--- config.mk ---
export PLATFORM = sky130hd
export DESIGN_NAME = ft245_dev_emu
export DESIGN_NICKNAME = d
export VERILOG_FILES = /design/src/rtl/ft245_dev_emu.sv
export SDC_FILE = /design/constraint.sdc
export NUM_CORES = 1
export LEC_CHECK = 0
export CAP_MARGIN = 20
export CORE_UTILIZATION = 40
export CTS_BUF_LIST = sky130_fd_sc_hd__clkbuf_4 sky130_fd_sc_hd__clkbuf_8 sky130_fd_sc_hd__clkbuf_16
export DETAILED_ROUTE_END_ITERATION = 12
export SLEW_MARGIN = 15
export SYNTH_ARGS = -nofsm -noshare
export SYNTH_HDL_FRONTEND = slang
export SYNTH_SLANG_ARGS = --single-unit
export TNS_END_PERCENT = 30
--- constraint.sdc ---
create_clock -name clk -period 6.5 [get_ports clk]
set_input_delay 0.975 -clock clk [delete_from_list [all_inputs] [get_ports clk]]
set_output_delay 0.975 -clock clk [all_outputs]
set_load 0.01 [all_outputs]
--- src/rtl/ft245_dev_emu.sv ---
// Device-side emulator of an FT245R parallel FIFO bus: synchronizes the host
// RD/WR strobes, answers them from an RX FIFO / into a TX FIFO, and exposes USB-side ports.
module ft245_dev_emu #(
  parameter int DEPTH = 16,
  parameter int RECOV = 4
) (
  input  logic       clk,
  input  logic       rst,
  input  logic       rd,
  input  logic       wr,
  input  logic [7:0] data_i,
  output logic [7:0] data_o,
  output logic       data_oe,
  output logic       rxf,
  output logic       txe,
  input  logic [7:0] usb_rx_data,
  input  logic       usb_rx_valid,
  output logic       usb_rx_ready,
  output logic [7:0] usb_tx_data,
  output logic       usb_tx_valid,
  input  logic       usb_tx_ready,
  output logic [2:0] err
);

  localparam int AW = $clog2(DEPTH);
  localparam int CW = $clog2(RECOV + 1);
  localparam logic [AW:0] PTR_ONE = (AW + 1)'(1);

  localparam logic [1:0] R_IDLE  = 2'd0;
  localparam logic [1:0] R_DRIVE = 2'd1;
  localparam logic [1:0] R_RECOV = 2'd2;
  localparam logic [1:0] W_IDLE  = 2'd0;
  localparam logic [1:0] W_HOLD  = 2'd1;
  localparam logic [1:0] W_RECOV = 2'd2;

  logic       rd_s1, rd_s2, rd_s3, wr_s1, wr_s2, wr_s3;
  logic [7:0] data_s1, data_s2;
  logic [1:0] settle;
  logic       rd_armed, wr_armed, usb_en;
  logic [1:0] rstate, wstate;
  logic [CW-1:0] rcnt, wcnt;

  logic [7:0]  rx_mem [DEPTH];
  logic [7:0]  tx_mem [DEPTH];
  logic [AW:0] rx_wptr, rx_rptr, tx_wptr, tx_rptr;
  logic        rx_full, rx_empty, tx_full, tx_empty;
  logic        rx_push, rx_pop, tx_push, tx_pop;
  logic        rd_fall, rd_rise, wr_fall, wr_rise;
  logic        rd_go, wr_go, rd_coll, wr_coll;

  // A strobe only counts as an edge once it has been seen high after reset,
  // so a strobe held low across reset release is ignored until it cycles.
  always_ff @(posedge clk or posedge rst) begin
    if (rst) begin
      rd_s1    <= 1'b1;
      rd_s2    <= 1'b1;
      rd_s3    <= 1'b1;
      wr_s1    <= 1'b1;
      wr_s2    <= 1'b1;
      wr_s3    <= 1'b1;
      data_s1  <= 8'h00;
      data_s2  <= 8'h00;
      settle   <= 2'd0;
      rd_armed <= 1'b0;
      wr_armed <= 1'b0;
      usb_en   <= 1'b0;
    end else begin
      rd_s1   <= rd;
      rd_s2   <= rd_s1;
      rd_s3   <= rd_s2;
      wr_s1   <= wr;
      wr_s2   <= wr_s1;
      wr_s3   <= wr_s2;
      data_s1 <= data_i;
      data_s2 <= data_s1;
      usb_en  <= 1'b1;
      if (settle != 2'd3) settle <= settle + 2'd1;
      if (settle == 2'd3 && rd_s2) rd_armed <= 1'b1;
      if (settle == 2'd3 && wr_s2) wr_armed <= 1'b1;
    end
  end

  assign rd_fall = rd_armed & rd_s3 & ~rd_s2;
  assign rd_rise = rd_armed & ~rd_s3 & rd_s2;
  assign wr_fall = wr_armed & wr_s3 & ~wr_s2;
  assign wr_rise = wr_armed & ~wr_s3 & wr_s2;

  assign rd_go   = rd_fall & (rstate == R_IDLE) & (wstate == W_IDLE);
  assign rd_coll = rd_fall & (wstate != W_IDLE);
  assign wr_go   = wr_fall & (wstate == W_IDLE) & (rstate == R_IDLE);
  assign wr_coll = wr_fall & (rstate != R_IDLE);

  assign rx_empty = (rx_wptr == rx_rptr);
  assign rx_full  = (rx_wptr[AW] != rx_rptr[AW]) && (rx_wptr[AW-1:0] == rx_rptr[AW-1:0]);
  assign tx_empty = (tx_wptr == tx_rptr);
  assign tx_full  = (tx_wptr[AW] != tx_rptr[AW]) && (tx_wptr[AW-1:0] == tx_rptr[AW-1:0]);

  assign usb_rx_ready = usb_en & ~rx_full;
  assign rx_push      = usb_rx_valid & usb_rx_ready;
  assign rx_pop       = (rstate == R_DRIVE) & rd_rise & ~rx_empty;
  assign tx_push      = wr_go & ~tx_full;
  assign usb_tx_valid = ~tx_empty;
  assign usb_tx_data  = tx_mem[tx_rptr[AW-1:0]];
  assign tx_pop       = usb_tx_valid & usb_tx_ready;

  always_ff @(posedge clk) begin
    if (rx_push) rx_mem[rx_wptr[AW-1:0]] <= usb_rx_data;
    if (tx_push) tx_mem[tx_wptr[AW-1:0]] <= data_s2;
  end

  always_ff @(posedge clk or posedge rst) begin
    if (rst) begin
      rx_wptr <= '0;
      rx_rptr <= '0;
      tx_wptr <= '0;
      tx_rptr <= '0;
    end else begin
      if (rx_push) rx_wptr <= rx_wptr + PTR_ONE;
      if (rx_pop)  rx_rptr <= rx_rptr + PTR_ONE;
      if (tx_push) tx_wptr <= tx_wptr + PTR_ONE;
      if (tx_pop)  tx_rptr <= tx_rptr + PTR_ONE;
    end
  end

  // Recovery leaves the state on the edge where the counter reaches zero.
  always_ff @(posedge clk or posedge rst) begin
    if (rst) begin
      rstate  <= R_IDLE;
      rcnt    <= '0;
      data_o  <= 8'h00;
      data_oe <= 1'b0;
    end else begin
      case (rstate)
        R_IDLE: if (rd_go) begin
          data_o  <= rx_empty ? 8'h00 : rx_mem[rx_rptr[AW-1:0]];
          data_oe <= 1'b1;
          rstate  <= R_DRIVE;
        end
        R_DRIVE: if (rd_rise) begin
          data_oe <= 1'b0;
          rcnt    <= CW'(RECOV);
          rstate  <= R_RECOV;
        end
        default: begin
          rcnt <= rcnt - CW'(1);
          if (rcnt <= CW'(1)) rstate <= R_IDLE;
        end
      endcase
    end
  end

  always_ff @(posedge clk or posedge rst) begin
    if (rst) begin
      wstate <= W_IDLE;
      wcnt   <= '0;
    end else begin
      case (wstate)
        W_IDLE: if (wr_go) wstate <= W_HOLD;
        W_HOLD: if (wr_rise) begin
          wcnt   <= CW'(RECOV);
          wstate <= W_RECOV;
        end
        default: begin
          wcnt <= wcnt - CW'(1);
          if (wcnt <= CW'(1)) wstate <= W_IDLE;
        end
      endcase
    end
  end

  always_ff @(posedge clk or posedge rst) begin
    if (rst) begin
      rxf <= 1'b1;
      txe <= 1'b1;
      err <= 3'b000;
    end else begin
      rxf    <= ~((rstate == R_IDLE) & ~rx_empty);
      txe    <= ~((wstate == W_IDLE) & ~tx_full);
      err[0] <= err[0] | (wr_go & tx_full);
      err[1] <= err[1] | (rd_go & rx_empty);
      err[2] <= err[2] | rd_coll | wr_coll;
    end
  end

endmodule
# [Word-level counts from Yosys, hierarchy flattened]
# Memory sizes are Yosys's and may differ from the RTL's.
# Cells that the tools add are included.
[word_totals] word_cells=127 romBits=0 n_memories=2 inputBits=22 ram_bits=256 latchBits=0 out_inout_bits=24 ff_bits=71
[op_classes] muxes=20 div_mod_pow=0 n_eq_ne=14 multipliers=0 bitwise_logic=40 n_shift=0 order_cmp=2 add_sub_neg=7 n_reduce_logical=17
[memory_table] name="rx_mem" depth=16 word_bits=8 rd=1 rd_ports_with_merged_regs=0 wr=1 line="43" text="logic [7:0] rx_mem [DEPTH];"
[memory_table] name="tx_mem" depth=16 word_bits=8 rd=1 rd_ports_with_merged_regs=0 wr=1 line="44" text="logic [7:0] tx_mem [DEPTH];"
[op_table] cell="$and A1 B1 Y1" count=24
[op_table] cell="$add A5 B1 Y5 const B" count=4
[op_table] cell="$mux W2" count=6
[op_table] cell="$not A1 Y1" count=12
[op_table] cell="$pmux W3 S2" count=2
[op_table] cell="$eq A5 B5 Y1" count=2
[op_table] cell="$ne A2 B2 Y1 const B" count=5
[op_table] cell="$reduce_and A3 Y1" count=3
[op_table] cell="$eq A4 B4 Y1" count=2
[op_table] cell="$mux W8" count=1
[op_table] cell="$pmux W2 S2" count=2
[op_table] cell="$le A3 B1 Y1 const B" count=2
[op_table] cell="$mux W1" count=6
[op_table] cell="$mux W3" count=2
[op_table] cell="$reduce_and A2 Y1" count=3
[op_table] cell="$reduce_bool A2 Y1" count=3
[op_table] cell="$reduce_bool A3 Y1" count=2
[op_table] cell="$sub A3 B1 Y3 const B" count=2
[op_table] cell="$eq A2 B1 Y1 const B" count=2
[op_table] cell="$logic_and A1 B1 Y1" count=4
[op_table] cell="$logic_not A2 Y1" count=2
[op_table] cell="$or A1 B1 Y1" count=4
[op_table] cell="$add A2 B1 Y2 const B" count=1
[op_table] cell="$eq A2 B2 Y1 const B" count=1
[op_table] cell="other kinds (2)" count=3

# [Logic depth before layout (Yosys ltp)]
# Gate-level depths: netlist (run 1).
[depth] word_depth=7 mapped_depth=7 mapped_depth_nobuf=4

# [Least setup slack after synthesis (run 1)]
# No wires, ideal clock.
[synth_timing] kind="register -> output" startpoint="register tx_rptr[0]" endpoint="output port usb_tx_data[0]" path_buffers=3 t_required_ns=5.525 path_stages_with_launch=7 setup_slack_ns=3.865 arrival_time_ns=1.660 path_cell_list="dfrtp_1 -> buf_6 -> buf_4 -> buf_4 -> mux4_2 -> mux2i_1 -> a21oi_1"
[synth_via] elab_chain_len=1
[synth_rtl] item="start: declaration" line="45" text="logic [AW:0] rx_wptr, rx_rptr, tx_wptr, tx_rptr;"
[synth_rtl] item="start signal: assignment" line="121" text="if (tx_pop) tx_rptr <= tx_rptr + PTR_ONE;"
[synth_rtl] item="$mem_v2 Z16 W8"
[synth_rtl] item="end: declaration" line="19" text="output logic [7:0] usb_tx_data,"
# Every way passes these cells.

# [Worst setup path in the final report (run 1)]
[layout_timing] startpoint="register tx_rptr[0]" endpoint="output port usb_tx_data[7]"
# The elaborated chain is that of the path after synthesis.

==> qor.csv, run 1 <==
stage,metric,value,unit
outcome,run status,completed,
route,via density per instance,5.30,
route,sum of routed wire length over all layers,24.4,mm
logic_synthesis,cell types with the largest area share after synthesis,"sky130_fd_sc_hd__edfxtp_1 (59%), sky130_fd_sc_hd__dfrtp_1 (12%), sky130_fd_sc_hd__mux4_2 (8.4%)",
route,Routed wire per std cell,20.4,um
global_route,leftover overflow at the end of global routing,0,
logic_synthesis,post-synthesis register bit count,327,
place,RePlAce Congestion,0.780,
worst_setup_path,reg2reg path depth,5,
global_route,GR Util met1,0.212,
sta,Fin. Hold Viols,0,
worst_setup_path,number of buffers and inverters on the critical path,2,
place,IO buf count,45,
pwr,Peak VDD IR,0.259,mV
hold_path,Hold WC Path Type,reg2reg,
cts,TritonCTS Buffers,35,
cts,number of buffers on the longest clock path,3,
sta,Final period util,0.639,
global_route,via count of the first global-routing pass,6747,
worst_setup_path,worst-path fanout max,26,
cts,number of buffers added to fix hold violations after cts,0,
cts,TritonCTS clock tree,done,
logic_synthesis,cell type contributing the most total cell area after synthesis,sky130_fd_sc_hd__edfxtp_1,
logic_synthesis,fraction of the mapped netlist area in adder cells,0.0135,
worst_setup_path,Crit path largest cell delay,560,ps
logic_synthesis,Synth top cells by count,"sky130_fd_sc_hd__edfxtp_1 (256), sky130_fd_sc_hd__dfrtp_1 (63), sky130_fd_sc_hd__mux2i_1 (48), sky130_fd_sc_hd__mux4_2 (48), sky130_fd_sc_hd__and3_1 (26)",
cts,buffers inserted during post-CTS setup optimization,0,
logic_synthesis,combinational family with the most area after synthesis,multiplexers,
floorplan,Horiz. Die Dim,182,um
logic_synthesis,YS warnings,0,
logic_synthesis,synthesized netlist net count,747,
route,Antenna Nets Post-Route,0,
finish,fraction of layout cells with a size suffix above 1,0.173,
route,via count,6323,
logic_synthesis,share of the synthesized area in compound gates (AO/OA/AOI/OAI),0.0404,
sta,total negative slack for setup checks,0,ps
cts,CTS clock-pin slew for the worst setup and hold paths,60,ps
global_route,most heavily used metal layer in global routing,met2,
floorplan,initial cell density of the core,0.408,
hold_path,cell depth of the worst hold path,0,
route,initial detailed-routing violation count,475,
logic_synthesis,mean cell area of the mapped netlist,18.2,um^2
floorplan,Core Area,31700,um^2
finish,nets@finish,801,
global_route,antenna violations before repair,0,
global_route,GR Util met2,0.245,
sta,setup repair after global routing missed its margin,false,
logic_synthesis,simple logic cell fraction of the synthesized area,0.0478,
cts,CTS Root Buffer Type,sky130_fd_sc_hd__clkbuf_16,
logic_synthesis,most common cell in the synthesized netlist,sky130_fd_sc_hd__edfxtp_1,
logic_synthesis,Gate Count Post-Synth,711,
worst_setup_path,critical-path cell with the highest stage delay,sky130_fd_sc_hd__mux4_2,
cts,sinks on the clock net,327,
sta,worst slew pin tran,953,ps
global_route,total routing resource utilization after global routing,0.153,
finish,"Area growth, synth to finish",15.3,%
job,Maximum Capacitance Violations,0,
cts,"Clk Latency, worst-skew pair",510,ps
worst_setup_path,worst-path cell chain,buf_4 > mux4_2 > nor2b_1 > a211oi_1 > a21oi_1 > clkdlybuf4s50_1,
sta,max-slew violation count,0,
cts,CTS H-tree lvls,2,
pwr,power per unit of standard cell area,415,nW/um^2
sta,Peak Freq,0.241,GHz
logic_synthesis,top_reg_cell synth,sky130_fd_sc_hd__edfxtp_1,
logic_synthesis,xor/xnor cell area share of the yosys netlist,0.0203,
worst_setup_path,worst reg2reg path startpoint,tx_rptr[1],
hold_path,startpoint of the tightest hold check path,data_s1[1],
sta,Setup Viol. Count Final,0,
sta,skew final,32.0,ps
finish,Antenna Diode Count,0,
worst_setup_path,start point of the critical path,tx_rptr[0],
logic_synthesis,sequential fraction of the synthesis area,0.733,
global_route,met3 global-route usage,0.0245,
sta,Rel. slew slack,0.365,
floorplan,DIE HEIGHT,182,um
pwr,leakage,0.00520,uW
logic_synthesis,multiplexer fraction of the synthesized cell area,0.126,
place,post-detailed-placement half-perimeter wirelength,15.8,mm
floorplan,area enclosed by the die boundary,33100,um^2
logic_synthesis,Yosys top cell area share,0.594,
logic_synthesis,share of synthesized flip-flops with an asynchronous set or reset,0.217,
cts,Resized cells post-CTS,0,
worst_setup_path,critical path launch point type,register,
worst_setup_path,top cell family by delay on the critical path,buffers and inverters,
worst_setup_path,Stages on worst setup path,6,
worst_setup_path,Worst Setup Path Type,reg2out,
floorplan,count of boundary I/O pins,46,
global_route,wire length of the first global-routing pass,38.3,mm
logic_synthesis,number of synthesized flops with an enable pin,256,
global_route,pin count of the biggest net entering global routing,72,
floorplan,cell row count,65,
route,total DRC errors in the routed layout,0,
route,number of detailed-route iterations in the first pass,4,
logic_synthesis,count of cell types in the netlist,48,
worst_setup_path,required time at the worst-slack endpoint,5520,ps
sta,Period minus WS final,4150,ps
logic_synthesis,summed instance area of the synthesized netlist,12900,um^2
worst_setup_path,crit end category,output pin,
worst_setup_path,crit path DAT,3180,ps
pwr,Design Power,6190,uW
stage by stage:
stage	setup slack, ps	hold slack (ps)	instance area [um^2]	std cells	utilization
after global routing	2120	358	14900	1194	0.470
final	2350	350	14900	1194	0.470
after detailed placement	2830	338	13800	1130	0.434
after CTS	2270	351	14900	1194	0.470
after global placement	2820	334	13800	1129	0.434
after floorplan	3740	331	12900	711	-
path summary, 6_finish.rpt:
path	to	slack, ps
min reg2reg	data_s2[1]	350
max	usb_tx_data[7]	2350
max in group asynchronous	rx_rptr[2]	4740
min	data_s2[1]	350
min in group asynchronous	data_s1[4]	1080
max reg2reg	tx_mem[1][0]	3430
report_power, final:
part,internal [uW],switching [uW],total (uW)
Sequential,2450,250,2700
Clock,1160,775,1930
Combinational,783,772,1560
placed cells by master, fill, tap and decap left out, types with 4 or more instances in the layout:
cell type,n
sky130_fd_sc_hd__o31ai_1,11
sky130_fd_sc_hd__clkdlybuf4s50_1,45
sky130_fd_sc_hd__mux2i_1,48
sky130_fd_sc_hd__clkbuf_8,5
sky130_fd_sc_hd__mux2_2,6
sky130_fd_sc_hd__a21oi_1,13
sky130_fd_sc_hd__nor2b_1,14
sky130_fd_sc_hd__xnor2_1,17
sky130_fd_sc_hd__nand2_1,22
sky130_fd_sc_hd__dfstp_2,8
sky130_fd_sc_hd__ha_1,14
sky130_fd_sc_hd__clkbuf_4,9
sky130_fd_sc_hd__nor3_1,10
sky130_fd_sc_hd__and3_1,26
sky130_fd_sc_hd__and2_1,15
sky130_fd_sc_hd__inv_1,15
sky130_fd_sc_hd__dfrtp_1,61
sky130_fd_sc_hd__o21ai_0,5
sky130_fd_sc_hd__clkinv_1,6
sky130_fd_sc_hd__edfxtp_1,256
sky130_fd_sc_hd__buf_4,8
sky130_fd_sc_hd__nor2_1,8
sky130_fd_sc_hd__xor2_1,13
sky130_fd_sc_hd__o22ai_1,16
sky130_fd_sc_hd__o211ai_1,4
sky130_fd_sc_hd__clkbuf_16,36
sky130_fd_sc_hd__mux4_2,48
sky130_fd_sc_hd__a211oi_1,13
sky130_fd_sc_hd__clkinv_2,5
sky130_fd_sc_hd__nand3_1,4
final cells by class:
cell class	count	area [um^2]
Clock buffer	50	1040
Clock inverter	14	109
Fill cell	2670	16800
Inverter	16	61.3
Multi-Input combinational cell	332	3210
Sequential cell	327	9480
Tap cell	402	503
Timing Repair Buffer	53	510
metal layers:
metal,part of all wire,up-vias
met5,0,-
met4,0.027,0
met3,0.035,55
met2,0.48,122
met1,0.46,3266
li1,-,2880
sequential cells by signal, summed over array words and instances (netlist names), 2 cells and up:
name	cells
data_o	8
data_s1	8
data_s2	8
err	3
rcnt	3
rstate	2
rx_mem	128
rx_rptr	5
rx_wptr	5
settle	2
tx_mem	128
tx_rptr	5
tx_wptr	5
wcnt	3
wstate	2
logic make-up after synthesis:
| kind of cell | count (synthesis) |
|---|---|
| flops | 327 |
| compound gates | 76 |
| other cells | 1 |
| fa+ha+maj | 14 |
| mux | 102 |
| xor+xnor | 30 |
| simple gates | 109 |
| buf+inv | 52 |
Power figures use the tool's default switching activity.
==> run 2, diff against run 1 <==
Clock period 6.5 ns to 3.5 ns, I/O delays scaled along.
==> run 2 against run 1 <==
Routed wire length up 2.2%. Via count is 0.27% higher. Power up 88%. Count of clock-buffer cells in the layout down 2. Non-clock buffer count is 7 higher. Final cell count up 0.75%.
==> qor.csv, run 2 (synthesis results as in run 1) <==
stage,metric,value,unit,change
floorplan,DIE HEIGHT,182,um,unchanged
route,via count,6340,,+0.27%
route,Antenna Nets Post-Route,0,,unchanged
finish,most used cells in the layout excluding fill and tap cells,"sky130_fd_sc_hd__edfxtp_1 (256), sky130_fd_sc_hd__dfrtp_1 (60), sky130_fd_sc_hd__mux4_2 (48), sky130_fd_sc_hd__mux2i_1 (48), sky130_fd_sc_hd__clkdlybuf4s50_1 (45)",,
worst_setup_path,worst-path fanout max,11,,-58%
pwr,leakage,0.00524,uW,+0.71%
worst_setup_path,start point of the critical path,tx_rptr[0],,
floorplan,Horiz. Die Dim,182,um,unchanged
finish,nets@finish,809,,+1.0%
cts,CTS Root Buffer Type,sky130_fd_sc_hd__clkbuf_16,,
cts,TritonCTS clock tree,done,,
pwr,Design Power,11600,uW,+88%
floorplan,initial cell density of the core,0.408,,unchanged
place,IO buf count,45,,unchanged
sta,Fin. Hold Viols,0,,unchanged
floorplan,cell row count,65,,unchanged
worst_setup_path,reg2reg path depth,5,,unchanged
worst_setup_path,worst reg2reg path startpoint,tx_rptr[0],,
sta,worst slew pin tran,861,ps,-91.4 ps
finish,Antenna Diode Count,0,,unchanged
worst_setup_path,R2R Setup Slk,870,ps,-2560 ps
worst_setup_path,crit end category,output pin,,
sta,Setup Viol. Count Final,0,,unchanged
hold_path,Hold WC Path Type,reg2reg,,
worst_setup_path,crit path DAT,2760,ps,-420 ps
sta,Rel. slew slack,0.426,,+0.0610
floorplan,area enclosed by the die boundary,33100,um^2,unchanged
sta,Period minus WS final,3280,ps,
cts,TritonCTS Buffers,36,,+2.9%
global_route,total routing resource utilization after global routing,0.155,,+0.00285
global_route,pin count of the biggest net entering global routing,62,,-14%
worst_setup_path,required time at the worst-slack endpoint,2970,ps,-2550 ps
sta,Setup WS post-layout,218,ps,-2130 ps
finish,Post-Layout Cell Count,1203,,+0.75%
route,initial detailed-routing violation count,398,,-16%
cts,CTS H-tree lvls,2,,unchanged
floorplan,Core Area,31700,um^2,unchanged
finish,post-route core utilization,0.473,,+0.00252
outcome,run status,completed,,
place,RePlAce Congestion,0.760,,-2.6%
floorplan,count of boundary I/O pins,46,,unchanged
place,Placement Setup Slack,460,ps,-2360 ps
place,placed cells,1136,,+0.53%
sta,Peak Freq,0.305,GHz,
worst_setup_path,Reg2Reg Capture Point,tx_mem[13][0],,
cts,sinks on the clock net,327,,unchanged
global_route,via count of the first global-routing pass,6726,,-0.31%
sta,skew final,25.0,ps,-7.00 ps
worst_setup_path,Worst Setup Path Type,reg2out,,
global_route,leftover overflow at the end of global routing,0,,unchanged
global_route,antenna violations before repair,0,,unchanged
sta,setup repair after global routing missed its margin,false,,
worst_setup_path,critical path endpoint,usb_tx_valid,,
finish,"Area growth, synth to finish",15.9,%,
cts,"Clk Latency, worst-skew pair",530,ps,+20 ps
job,Maximum Capacitance Violations,0,,unchanged
worst_setup_path,critical path launch point type,register,,
cts,number of buffers added to fix hold violations after cts,0,,unchanged
pwr,power per unit of standard cell area,775,nW/um^2,+87%
pwr,Peak VDD IR,0.361,mV,+40%
global_route,wire length of the first global-routing pass,38.8,mm,+1.2%
place,post-detailed-placement half-perimeter wirelength,15.7,mm,-0.51%
route,via density per instance,5.27,,-0.48%
sta,total negative slack for setup checks,0,ps,unchanged
finish,"commonest non-fill, non-tap cell in the layout",sky130_fd_sc_hd__edfxtp_1,,
route,Routed wire per std cell,20.7,um,+1.4%
route,number of detailed-route iterations in the first pass,4,,unchanged
cts,number of buffers on the longest clock path,3,,unchanged
sta,max-slew violation count,0,,unchanged
cts,CTS clock-pin slew for the worst setup and hold paths,60,ps,about the same
sta,Final period util,0.938,,
finish,fraction of layout cells with a size suffix above 1,0.184,,+0.0105
route,sum of routed wire length over all layers,24.9,mm,+2.2%
route,total DRC errors in the routed layout,0,,unchanged
[run 2: cell types whose count changed in the layout (fill, tap and decap cells not counted)]
cell / delta
sky130_fd_sc_hd__buf_4: +5
sky130_fd_sc_hd__buf_12: +1
sky130_fd_sc_hd__dfrtp_1: -1
sky130_fd_sc_hd__clkbuf_8: -3
sky130_fd_sc_hd__clkbuf_4: +1
sky130_fd_sc_hd__clkinvlp_4: +2
sky130_fd_sc_hd__dfrtp_4: +1
sky130_fd_sc_hd__inv_4: +1
sky130_fd_sc_hd__buf_6: +1
sky130_fd_sc_hd__inv_16: +1
[run 2: stage by stage]
stage          hold slack (ps)  area [um^2]
2_1_floorplan              331        12900
3_3_place_gp               335        13800
3_5_place_dp               336        13800
4_1_cts                    349        15000
5_1_grt                    360        15000
6_report                   347        15000
[run 2: worst min path at each step]
stage,start,endpoint,slack (ps),depth (start not counted)
finish,data_s1[0],data_s2[0],350,0
global route,wr_s1,wr_s2,360,0
CTS,data_s1[0],data_s2[0],350,0
detailed placement,data_s1[0],data_s2[0],340,0
global placement,data_s1[3],data_s2[3],340,0
floorplan,data_s1[0],data_s2[0],330,0
[run 2: layer usage]
| layer | GRT usage | wire, um |
|---|---|---|
| met5 | 0 | 0 |
| met3 | 0.0255 | 1150 |
| met1 | 0.208 | 10900 |
| met4 | 0.0454 | 432 |
| met2 | 0.262 | 12400 |
[run 2: repair_timing]
action | 4_1_cts | 5_1_grt
resized for setup | 2 | 0
buffers inserted | 0 | 1
setup endpoints to repair | 7 | 2
[run 2: final cells by class]
class                           count  area [um^2]
Timing Repair Buffer               60          579
Inverter                           16         62.6
Multi-Input combinational cell    332         3210
Clock buffer                       48         1000
Sequential cell                   327         9480
Tap cell                          402          503
Fill cell                        2666        16700
Clock inverter                     18          149
[run 2: worst max-delay path: stages, from the launching register on]
cell                              delay [ps]
sky130_fd_sc_hd__dfrtp_4                 590
sky130_fd_sc_hd__buf_6                   210
sky130_fd_sc_hd__xor2_1                  190
sky130_fd_sc_hd__nor4_4                  560
sky130_fd_sc_hd__nand2_1                 170
sky130_fd_sc_hd__clkdlybuf4s50_1         520
[run 2: report_power, final]
part	total (uW)	switching [uW]	internal, uW
Sequential	4910	351	4560
Clock	3590	1470	2120
Combinational	3120	1600	1510
